File: src/rtl/serial_adder_pkg.sv
// Shared types and helpers for the bit-serial adder controller.
package serial_adder_pkg;

    typedef enum logic [1:0] {
        IDLE = 2'b00,
        RUN  = 2'b01,
        DONE = 2'b10
    } state_t;

    localparam int DEF_WIDTH = 8;

    // Counter width, kept at least one bit so WIDTH = 1 still elaborates.
    function automatic int cnt_width(input int w);
        return (w > 1) ? $clog2(w) : 1;
    endfunction

endpackage

File: src/rtl/one_bit_full_adder.sv
// Single-bit full adder cell shared by the serial adder datapath.
module one_bit_full_adder (
    input  logic i0,
    input  logic i1,
    input  logic cin,
    output logic sum,
    output logic cout
);

    assign sum  = i0 ^ i1 ^ cin;
    assign cout = (i0 & i1) | (cin & (i0 ^ i1));

endmodule

File: src/rtl/serial_adder_ctrl.sv
// Bit-serial adder: sequences one full-adder cell over WIDTH cycles
// behind a start/busy/done handshake.
module serial_adder_ctrl
    import serial_adder_pkg::*;
#(
    parameter int WIDTH = DEF_WIDTH
) (
    input  logic             clk,
    input  logic             rst_n,
    input  logic             start,
    input  logic [WIDTH-1:0] a,
    input  logic [WIDTH-1:0] b,
    input  logic             cin,
    output logic             busy,
    output logic             done,
    output logic [WIDTH-1:0] sum,
    output logic             cout
);

    localparam int CNT_W = cnt_width(WIDTH);
    localparam logic [CNT_W-1:0] LAST = CNT_W'(WIDTH - 1);

    state_t           state;
    state_t           state_nxt;
    logic [WIDTH-1:0] sh_a;
    logic [WIDTH-1:0] sh_b;
    logic [WIDTH-1:0] acc;
    logic [WIDTH-1:0] acc_nxt;
    logic             carry;
    logic [CNT_W-1:0] cnt;
    logic             fa_sum;
    logic             fa_cout;

    one_bit_full_adder u_fa (
        .i0   (sh_a[0]),
        .i1   (sh_b[0]),
        .cin  (carry),
        .sum  (fa_sum),
        .cout (fa_cout)
    );

    // New bit enters at the MSB so the LSB-first stream lands in place.
    if (WIDTH == 1) begin : g_acc1
        assign acc_nxt = fa_sum;
    end else begin : g_accn
        assign acc_nxt = {fa_sum, acc[WIDTH-1:1]};
    end

    always_comb begin
        state_nxt = state;
        unique case (state)
            IDLE:    if (start) state_nxt = RUN;
            RUN:     if (cnt == LAST) state_nxt = DONE;
            DONE:    state_nxt = IDLE;
            default: state_nxt = IDLE;
        endcase
    end

    always_ff @(posedge clk or negedge rst_n) begin
        if (!rst_n) begin
            state <= IDLE;
            busy  <= 1'b0;
            done  <= 1'b0;
            sum   <= '0;
            cout  <= 1'b0;
            sh_a  <= '0;
            sh_b  <= '0;
            acc   <= '0;
            carry <= 1'b0;
            cnt   <= '0;
        end else begin
            state <= state_nxt;
            busy  <= (state_nxt != IDLE);
            done  <= (state_nxt == DONE);
            unique case (state)
                IDLE: begin
                    if (start) begin
                        sh_a  <= a;
                        sh_b  <= b;
                        carry <= cin;
                        cnt   <= '0;
                    end
                end
                RUN: begin
                    acc   <= acc_nxt;
                    sh_a  <= sh_a >> 1;
                    sh_b  <= sh_b >> 1;
                    carry <= fa_cout;
                    cnt   <= cnt + CNT_W'(1);
                    if (cnt == LAST) begin
                        sum  <= acc_nxt;
                        cout <= fa_cout;
                    end
                end
                default: ;
            endcase
        end
    end

endmodule
File: config.mk
export PLATFORM = sky130hd
export DESIGN_NAME = serial_adder_ctrl
export DESIGN_NICKNAME = d
export VERILOG_FILES = /design/src/rtl/serial_adder_pkg.sv /design/src/rtl/one_bit_full_adder.sv /design/src/rtl/serial_adder_ctrl.sv
export SDC_FILE = /design/constraint.sdc
export NUM_CORES = 1
export LEC_CHECK = 0
export CORE_ASPECT_RATIO = 1.75
export CORE_UTILIZATION = 46
export DETAILED_ROUTE_END_ITERATION = 6
export PLACE_DENSITY = 0.77
export SLEW_MARGIN = 0
export SYNTH_ARGS = -nofsm -noshare
export SYNTH_HDL_FRONTEND = slang
export SYNTH_SLANG_ARGS = --single-unit
File: constraint.sdc
create_clock -name clk -period 1.3 [get_ports clk]
set_input_delay 0.325 -clock clk [delete_from_list [all_inputs] [get_ports clk]]
set_output_delay 0.325 -clock clk [all_outputs]
set_load 0.05 [all_outputs]
## Word level (Yosys, flattened, before mapping)

Cells that the tools add are included.
W data, S select, Z words.

- $lt $le $gt $ge: 0
- Add/subtract/negate cells: 1
- Equality and inequality tests: 4
- Bitwise gates (word level): 5
- Mux-type cells: 11
- Multipliers: 0
- Shift-type cells: 0
- Div/mod/pow operators: 0
- Reductions and logical operators: 5

Operators with widths:

| cell | count |
|---|---|
| $pmux W8 S2 | 2 |
| $mux W8 | 2 |
| $pmux W3 S2 | 1 |
| $mux W2 | 2 |
| $pmux W2 S2 | 1 |
| $reduce_and A2 Y1 | 2 |
| $reduce_bool A2 Y1 | 2 |
| $add A3 B1 Y3 const B | 1 |
| $eq A3 B3 Y1 const B | 1 |
| $mux W3 | 1 |
| $and A1 B1 Y1 | 2 |
| $eq A2 B1 Y1 const B | 1 |
| $eq A2 B2 Y1 const B | 1 |
| $logic_not A2 Y1 | 1 |
| $ne A2 B2 Y1 const B | 1 |
| $pmux W1 S2 | 1 |
| $xor A1 B1 Y1 | 2 |
| $mux W1 | 1 |
| $or A1 B1 Y1 | 1 |

- Register bits: 41
- Bits in read-only memories: 0
- Memory bits (writable): 0
- Output and inout port bits: 11
- Memories: 0
- Logic and storage cells: 36
- Bits in latches: 0

## Longest topological paths before layout

- Word-level depth: 4
- Mapped depth: 7
- Gate-level depth less buffers: 5

## Hierarchy

From an unflattened synthesis, not the netlist that was laid out.

- Cells, all modules: 166
- Area total of the unflattened synthesis: 1786.7 µm²

By module, submodules not included:

| module | times used | seq. area each (µm²) | area each (µm²) | cells an instance |
|---|---|---|---|---|
| serial_adder_ctrl | 1 | 1001.0 | 1766.7 | 165 |
| one_bit_full_adder | 1 | 0.0 | 20.0 | 1 |

## Worst setup path before layout

Ideal clock, no wire load.

- Kind: flip-flop to flip-flop
- From: register cnt[0]
- To: register sum[0]
- Setup slack: -61 ps
- Data arrival time: 1233 ps
- Period minus slack after synthesis: 1361 ps
- Cell stages (with the launch flop): 6
- Required time: 1172 ps
- Cells stage by stage: dfrtp_1 -> ha_1 -> ha_1 -> nand2_2 -> inv_2 -> mux2_1

- Longest elaborated chain between the ends: 2

Ends and longest elaborated chain:

| item | line | RTL |
|---|---|---|
| start, declared | serial_adder_ctrl.sv:30 | `logic [CNT_W-1:0] cnt;` |
| start signal, assigned | serial_adder_ctrl.sv:89 | `cnt <= cnt + CNT_W'(1);` |
| $eq A3 B3 Y1 | serial_adder_ctrl.sv:90 | `if (cnt == LAST) begin` |
| $reduce_and A2 Y1 (no line) | -- |  |
| end signal, assigned | serial_adder_ctrl.sv:91 | `sum <= acc_nxt;` |
| end, declared | serial_adder_ctrl.sv:16 | `output logic [WIDTH-1:0] sum,` |

No other way between the ends.
A chain may end at the register's enable or synchronous reset.

## Worst setup path in the final report

- From: register cnt[0]
- To: register sum[2]

Same word-level chain as after synthesis.

==> impl_results.md <==
- Share of the synthesized netlist area taken by xor and xnor gates: 0%
- Combinational family with the most area after synthesis: compound AO/OA/AOI/OAI gates
- Number of global-route vias before repair: 1269
- Relative slew slack: 76.0%
- Worst path required time: 1.48 ns
- Post-synth cell types: 21
- Initial drt markers: 35
- Max-Cap Viols: 0
- Number of failing setup endpoints in the final timing report: 7
- ANT nets after route: 0
- Critical Path Start Type: flop
- Beginning of the worst hold path: acc[1]
- Routed length per instance: 14.5 µm
- DR vias/cell: 5.36
- Residual overflow from global routing: 0
- TritonRoute pass-1 iters: 4
- Overall routing resource usage: 21.7%
- Synthesized area divided by synthesized cell count: 11.1 µm²
- Post-synthesis share of cell area spent on full adders, half adders and majority gates: 2.76%
- Final Critical Period: 1.33 ns
- Core outline area: 0.00340 mm²
- Start-to-end type of the worst setup path: reg2reg
- Sum of internal, switching and leakage power: 6.11 mW
- Synthesis-to-finish area growth: 47.5%
- Initial antenna violation count: 0
- Place WS: -0.294 ns
- Arr. time, crit path: 1.50 ns
- Reg-to-reg slack, setup: -0.03 ns
- Setup TNS: -0.126 ns
- Cell Rows: 28
- Initial Utilization: 48.1%
- Fraction of final layout cells sized beyond drive strength 1: 28.3%
- Met3 routing resource usage after global routing: 5.33%
- Mux share of post-synthesis cell area: 6.20%
- Max Clock Skew: 0.00382 ns
- RSZ-0062 raised after global routing: true
- Clock root buffer: clkbuf_8
- Final estimated routing congestion in global placement: 0.775
- Clock latency at the later pin of the worst-skew pair: 0.29 ns
- Most used DFF post-synth: dfrtp_1
- Yosys top cell area share: 61.3%
- Number of placed instances with taps included: 234
- Width of the chip: 47.1 µm
- Total clock sinks: 40
- Cell type with the highest aggregate area in the netlist: dfrtp_1
- Simple-gate share of the synthesized area: 12.1%
- GR peak layer: met2
- Die boundary height: 80.8 µm
- Compound-cell area share of the yosys netlist: 13.9%
- Fraction of the yosys area taken by sequential cells: 61.3%
- Kind of path behind the tightest hold check: reg2reg
- Leak: 1.11 nW
- Areal power density over the cells: 2540 mW/mm²
- CP Capture Type: flop
- DR vias: 1303
- Number of levels in the clock H-tree: 2
- Top post-synthesis cells by count: 40 x dfrtp_1, 21 x nand2_1, 16 x o22ai_1
- Area of the die: 0.00380 mm²
- Post-Syn Area: 0.00163 mm²
- Highest ir drop seen on vdd: 0.00157 V
- Number of cells traversed by the worst register-to-register path: 5
- Final cycle utilization of the critical path: 102%
- Worst path setup slack after routing: -0.0269 ns
- Synth Warn #: 0
- Number of buffers created by CTS: 5
- Number of antenna repair diodes: 0
- Fraction of met2 tracks used by global routing: 35.4%
- Post-route DRC: 0
- Cells taking the most area after synthesis: dfrtp_1 61%, mux2_1 6.2%, o22ai_1 6.1%
- Top-count cell post-synth: dfrtp_1
- I/O pin total: 31
- Placed wire-length estimate after detailed placement: 2570 µm
- Fmax: 0.754 GHz
- Final cell count without fillers: 243
- Count of state elements after synthesis: 40
- Met1 track demand over resource in global routing: 27.3%
- Net count of the finished layout: 221
- Final Routed Wirelength: 3520 µm
- Max Fanout on Critical Path: 7
- RR Startpoint: cnt[0]
- Least-Margin Pin Slew: 0.359 ns
- Endpoint of the worst-slack reg-to-reg timing path: sum[2]
- Total nets after synthesis: 170
- Violated checks: setup timing
- Clock tree from TritonCTS: built
- Fraction of registers with async set/reset: 100%
- Endpoint of the worst hold-timing path: acc[1]
- Hold Fails Final Rpt: 0
- IO Port Bufs: 30
- CTS clock-pin slew for the worst setup and hold paths: 0.07 ns
- Depth of the worst hold-timing path: 2
- Maximum clock path buffer count: 2
- Number of synthesized flops with an enable pin: 0
- First-pass GRT wire length: 5780 µm
- Final-report max-slew violation count: 0
- Outcome: complete, but fails checks
- Instance count of the mapped netlist: 147
- Maximum number of pins on one net before global-route repair: 41
per-stage QoR:
stage / hold WS, ns / cell area (µm²) / util, %
detailed placement: 0.307 / 2220 / 65.4
finish: 0.477 / 2410 / 70.9
global placement: 0.307 / 2220 / 65.4
CTS: 0.480 / 2390 / 70.5
global route: 0.496 / 2410 / 70.9
floorplan: 0.0294 / 1650 / -
final cells by class:
type / count / area [µm²]
clock buffer: 7 / 96.3
fill: 241 / 987
inverter: 5 / 31.3
multi-input combinational: 95 / 643
sequential: 40 / 1000
tap: 45 / 56.3
timing repair buffer: 51 / 581
worst max path at each step:
stage,cells past startpoint,end,slack [ns],from
after global routing,5,sum[2],-0.06,cnt[0]
after floorplan,5,sum[7],0.003,cnt[0]
after detailed placement,5,sh_b[6],-0.29,start
final,5,sum[2],-0.03,cnt[0]
after global placement,6,sh_a[3],-0.25,start
after CTS,5,sum[2],-0.01,cnt[1]
critical path: stages, from the launching register on:
cell     delay, ns
dfrtp_1       0.39
ha_2          0.20
ha_4          0.18
nand2_8       0.09
inv_8         0.05
mux2_4        0.29
cells by family (layout without fill, tap and decap cells):
family	Yosys count	in the layout
AO/OA/AOI/OAI	37	37
adder cells (fa/ha/maj)	3	3
buffers and inverters	12	63
flip-flops	40	40
multiplexers	9	9
AND/OR/NAND/NOR	46	46
layer usage:
layer / vias up / part of all wire, %
met3: 9 / 4.2
met1: 638 / 38
met2: 42 / 56
li1: 614 / -
met4: 0 / 2.0
met5: - / 0
power breakdown:
part | internal, mW | switching [mW] | total (mW)
combinational | 1.54 | 1.46 | 3.00
clock | 0.472 | 0.399 | 0.871
sequential | 1.81 | 0.434 | 2.24
state kept, by name, summed over array words and instances (netlist names):
register  count
sum           8
acc           7
done          1
busy          1
state         2
sh_b          8
carry         1
cnt           3
sh_a          8
cout          1
repair_timing:
action / 4_1_cts / 5_1_grt
setup buffers: 1 / 0
cloned: 0 / 0
resized for setup: 14 / 6
hold buffers: 1 / 0
hold endpoints to repair: 24 / 0
pin swaps: 3 / 1
endpoints found under the setup margin: 12 / 17
cells in the final DEF (no fill, tap or decap), types with 3 or more instances in the layout:
cell type and count:
buf_12 12, clkbuf_8 7, mux2_1 3, nand2b_1 3, dfrtp_1 38, o22ai_1 16, mux2_4 6, clkdlybuf4s50_1 17
nor2_1 15, a21oi_1 15, nand2_1 20, inv_1 3, a22o_1 4, buf_4 18
No activity file was read; power rests on OpenSTA's default activity.
